$ cat config.mk
export PLATFORM = sky130hd
export DESIGN_NAME = regfile_sb
export DESIGN_NICKNAME = d
export VERILOG_FILES = /design/src/rtl/regfile_sb.sv
export SDC_FILE = /design/constraint.sdc
export NUM_CORES = 1
export LEC_CHECK = 0
export ABC_AREA = 1
export ABC_CLOCK_PERIOD_IN_PS = 2900
export BUFFER_PORTS_ARGS = -buffer_cell sky130_fd_sc_hd__buf_2
export CORE_MARGIN = 4
export CORE_UTILIZATION = 65
export CTS_CLUSTER_DIAMETER = 60
export DETAILED_ROUTE_END_ITERATION = 10
export PLACE_DENSITY = 0.95
export REMOVE_ABC_BUFFERS = 1
export SYNTH_ARGS = -nofsm -noshare
export SYNTH_HDL_FRONTEND = slang
export SYNTH_SLANG_ARGS = --single-unit
$ cat constraint.sdc
create_clock -name Clk -period 2.9 [get_ports Clk]
set_input_delay 0.58 -clock Clk [delete_from_list [all_inputs] [get_ports Clk]]
set_output_delay 0.58 -clock Clk [all_outputs]
set_load 0.02 [all_outputs]
$ cat src/rtl/regfile_sb.sv
// Register file with a per-register pending (scoreboard) bit, optional same-cycle
// writeback forwarding and an optional hardwired-zero R0.
module regfile_sb #(
   parameter  int WIDTH   = 16,
   parameter  int NREGS   = 8,
   parameter  int ZERO_R0 = 0,
   parameter  int BYPASS  = 1,
   localparam int AW      = $clog2(NREGS)
) (
   input  logic             Clk,
   input  logic             Reset,
   input  logic             LD_REG,
   input  logic [AW-1:0]    DR,
   input  logic [WIDTH-1:0] BUS,
   input  logic             ISSUE,
   input  logic [AW-1:0]    ISSUE_DR,
   input  logic [AW-1:0]    SR1,
   input  logic [AW-1:0]    SR2,
   input  logic             USE_SR1,
   input  logic             USE_SR2,
   output logic [WIDTH-1:0] SR1OUT,
   output logic [WIDTH-1:0] SR2OUT,
   output logic             HAZARD,
   output logic [NREGS-1:0] BUSY
);

   localparam bit ZR0 = (ZERO_R0 != 0);
   localparam bit BYP = (BYPASS != 0);

   logic [WIDTH-1:0] regs [NREGS];
   logic [NREGS-1:0] busy_nxt;
   logic             we;
   logic             fwd1, fwd2;

   assign we = LD_REG && !(ZR0 && (DR == '0));

   // Issue is applied after writeback so a simultaneous claim wins.
   always_comb begin
      busy_nxt = BUSY;
      if (LD_REG) busy_nxt[DR] = 1'b0;
      if (ISSUE) busy_nxt[ISSUE_DR] = 1'b1;
      if (ZR0) busy_nxt[0] = 1'b0;
   end

   always_ff @(posedge Clk or negedge Reset) begin
      if (!Reset) begin
         for (int i = 0; i < NREGS; i++) regs[i] <= '0;
         BUSY <= '0;
      end else begin
         if (we) regs[DR] <= BUS;
         BUSY <= busy_nxt;
      end
   end

   assign fwd1 = BYP && LD_REG && (DR == SR1);
   assign fwd2 = BYP && LD_REG && (DR == SR2);

   always_comb begin
      SR1OUT = regs[SR1];
      if (fwd1) SR1OUT = BUS;
      if (ZR0 && (SR1 == '0)) SR1OUT = '0;
   end

   always_comb begin
      SR2OUT = regs[SR2];
      if (fwd2) SR2OUT = BUS;
      if (ZR0 && (SR2 == '0)) SR2OUT = '0;
   end

   assign HAZARD = (USE_SR1 && BUSY[SR1] && !fwd1) ||
                   (USE_SR2 && BUSY[SR2] && !fwd2);

endmodule

==> summary.md <==
| Metric | Value |
|---|---|
| Sw frac | `between 30 and 40%` |
| # diodes | `0` |
| Crit-path most repeated cell | `nand2_1` |
| Initial Utilization | `67.8%` |
| Wire per inst | `roughly 17 um` |
| Commonest non-fill, non-tap cell in the layout | `nand2_1` |
| Height of the die | `121 um` |
| IR drop worst, VDD | `0.711 mV` |
| Clock Skews | `0 ns` |
| Worst-margin pin slew | `0.649 ns` |
| P_sw | `between 2 and 2.5 mW` |
| Die W | `121 um` |
| Startpoint class of the critical path | `primary input` |
| Critical-path top delay cell | `nor2_4` |
| Max_cap viols | `0` |
| IO buf count | `74` |
| CP Cell Sequence | `buf_2 > nand2_1 > nand2_1 > nand2_1 > nor2_4 > buf_4 > nand2_1 > nand2_1 > buf_2` |
| Max Used Layer | `met4` |
| Final Net Count | `1342` |
| Status | `finished, final reports clean` |
| Die area | `roughly 15000 um2` |
| FP Rows | `40` |
| Power Density | `660 nW/um2` |
| Post-CTS setup buffer count | `0` |
| Max Slew Vio Count | `0` |
| Worst hold path type | `primary input to async pin` |
| Vias in the first global route | `8528` |
| Area grow syn2layout | `13.4%` |
| CTS tree | `done` |
| Internal power | `4.13 mW` |
| Kind of critical path | `primary input to output pin` |
| Slowest stage delay, CP | `~0.36 ns` |
| Max Clock Freq | `between 300 and 400 MHz` |
| Pin count of the biggest net entering global routing | `79` |
| Iteration-0 DRC Markers | `~1600` |
| Post-CTS sizing | `0` |
| Syn_area_per_cell | `approximately 6.6 um2` |
| Met2 WL | `11200 um` |
| GR Overflow Total | `0` |
| Pleak | `roughly 5.0 nW` |
| Setup TNS | `0 ns` |
| # hold bufs at CTS | `0` |
| Clk_lat worst skew | `approximately 0.42 ns` |
| Cells after Synth | `1261` |
| DRC errors left | `0` |
| H-tree Lvls | `4` |
| Synthesized area | `8280 um2` |
| Combinational power share | `25.9%` |
| Max clock buf depth | `2` |
| CP required | `2.32 ns` |
| CP Capture Type | `output pin` |
| Pre-antenna DRT Iters | `6` |
| Post-DP HPWL | `about 15000 um` |
| Metal3 WL | `3730 um` |
| Num Clock Sinks | `about 140` |
| Global-route wire length before repair | `between 40000 and 50000 um` |
| Initial antenna violation count | `0` |
| Crit-path max FO | `10` |
| Final Cycle Share | `around 92%` |
| Routed vias/inst | `6.02` |
| Yosys warns | `0` |
| Fillers | `883` |
| Final Hold Viols | `0` |
| Tot Pwr | `6.19 mW` |
| Core Footprint | `12200 um2` |
| GPL Wtd Cong | `slightly above 0.9` |
| Worst-path clk slew | `0.05 ns` |
| Worst EP arrival | `2.10 ns` |
| Metal-1 WL | `about 8900 um` |
| Sequential fraction of the synthesis area | `41.1%` |
| Relative slew slack | `56.7%` |
| Number of buffers created by CTS | `17` |
| Clk pwr share | `34.3%` |
| Minimum clock period | `approximately 2.7 ns` |
| Clock root buffer | `clkbuf_16` |
| Unrepaired setup endpoints after global routing | `false` |
| Final Setup Violations | `0` |
| Yosys cell types | `20` |
| Post-synthesis register bit count | `136` |
| Routed wire length | `about 25000 um` |
| Most frequent cells in the layout | `495 x nand2_1, 205 x nand3_1, 142 x inv_1, 139 x o21ai_0, 136 x dfrtp_1` |
| I/O pins | `75` |
| Vias | `8946` |
| Sequential Power Share | `39.9%` |
| Fraction of layout cells with a size suffix above 1 | `12.2%` |
| Post-route ant nets | `0` |
| GRT Total Usage | `35.5%` |
## metrics by stage
stage | hold slack [ns] | area (um2) | std cells | util (%) | worst slack, ns
finish | 0.113 | 9390 | 1487 | 76.9 | 0.225
global route | 0.147 | 9390 | 1487 | 76.9 | 0.135
CTS | 0.126 | 9390 | 1487 | 76.9 | 0.297
detailed placement | 0.473 | 8810 | 1457 | 72.1 | 0.314
global placement | 0.466 | 8810 | 1457 | 72.1 | 0.403
floorplan | 0.284 | 7910 | 1183 | - | 0.523
## cell usage after synthesis
cell type | instances | area share [%]
nand2_1 | 495 | 22
nand3_1 | 205 | 12
inv_1 | 142 | 6.4
o21ai_0 | 139 | 8.4
dfrtp_1 | 136 | 41
clkbuf_1 | 38 | 1.7
nor2_1 | 32 | 1.5
buf_2 | 28 | 1.7
nand3_2 | 11 | 1.3
o211ai_1 | 10 | 0.91
buf_4 | 6 | 0.54
inv_2 | 5 | 0.23
buf_1 | 4 | 0.18
inv_4 | 3 | 0.23
buf_6 | 2 | 0.27
a21oi_1 | 1 | 0.060
a21oi_2 | 1 | 0.11
nand2_2 | 1 | 0.076
nor2_4 | 1 | 0.14
nor2_8 | 1 | 0.24
## path summary, 6_finish.rpt
path / from / endpoint / slack (ns) / cells after the start
worst max register to register: BUSY[6]$_DFF_PN0_ / BUSY[6]$_DFF_PN0_ / 2.09 / 2
min in group Clk: ISSUE_DR[0] / BUSY[6]$_DFF_PN0_ / 0.41 / 2
max in group asynchronous: Reset / regs[122]$_DFFE_PN0P_ / 1.97 / 2
worst min-delay path: Reset / regs[118]$_DFFE_PN0P_ / 0.11 / 1
worst min register to register: regs[66]$_DFFE_PN0P_ / regs[66]$_DFFE_PN0P_ / 0.48 / 2
worst max-delay path: SR2[2] / SR2OUT[8] / 0.22 / 9
## area by class of cell
type / count / area (um2) / area share (%)
tap: 168 / 210 / 2.24
sequential: 136 / 3400 / 36.3
multi-input combinational: 897 / 3940 / 42.0
timing repair buffer: 106 / 679 / 7.24
clock buffer: 22 / 484 / 5.16
clock inverter: 8 / 96.3 / 1.03
inverter: 150 / 571 / 6.08
## state kept, by name, summed over array words and instances (netlist names)
register  cells
regs        128
BUSY          8
## logic make-up after synthesis
family / after synthesis / synth area share [%]
flops: 136 / 41.1
simple gates: 746 / 38.1
buf+inv: 228 / 11.3
compound gates: 151 / 9.48
## worst max-delay path: cells and delay by family
kind	cells	cell delay, ns
buffers and inverters	3	0.71
AND/OR/NAND/NOR	6	0.81
## per-layer routing
| metal | track usage, % | vias up |
|---|---|---|
| li1 | - | 4060 |
| met1 | 44.5 | 3970 |
| met2 | 54.4 | 749 |
| met3 | 10.6 | 167 |
| met4 | 20.8 | 0 |
| met5 | 0 | - |
## power by group through the flow
stage	Combinational, mW	Clock [mW]	Sequential [mW]
2_1_floorplan	1.01	0	2.46
3_3_place_gp	1.49	0	2.47
3_5_place_dp	1.54	0	2.48
4_1_cts	1.58	2.13	2.46
5_1_grt	1.80	2.23	2.50
6_report	1.60	2.12	2.47
(Power assumes the default switching activity.)
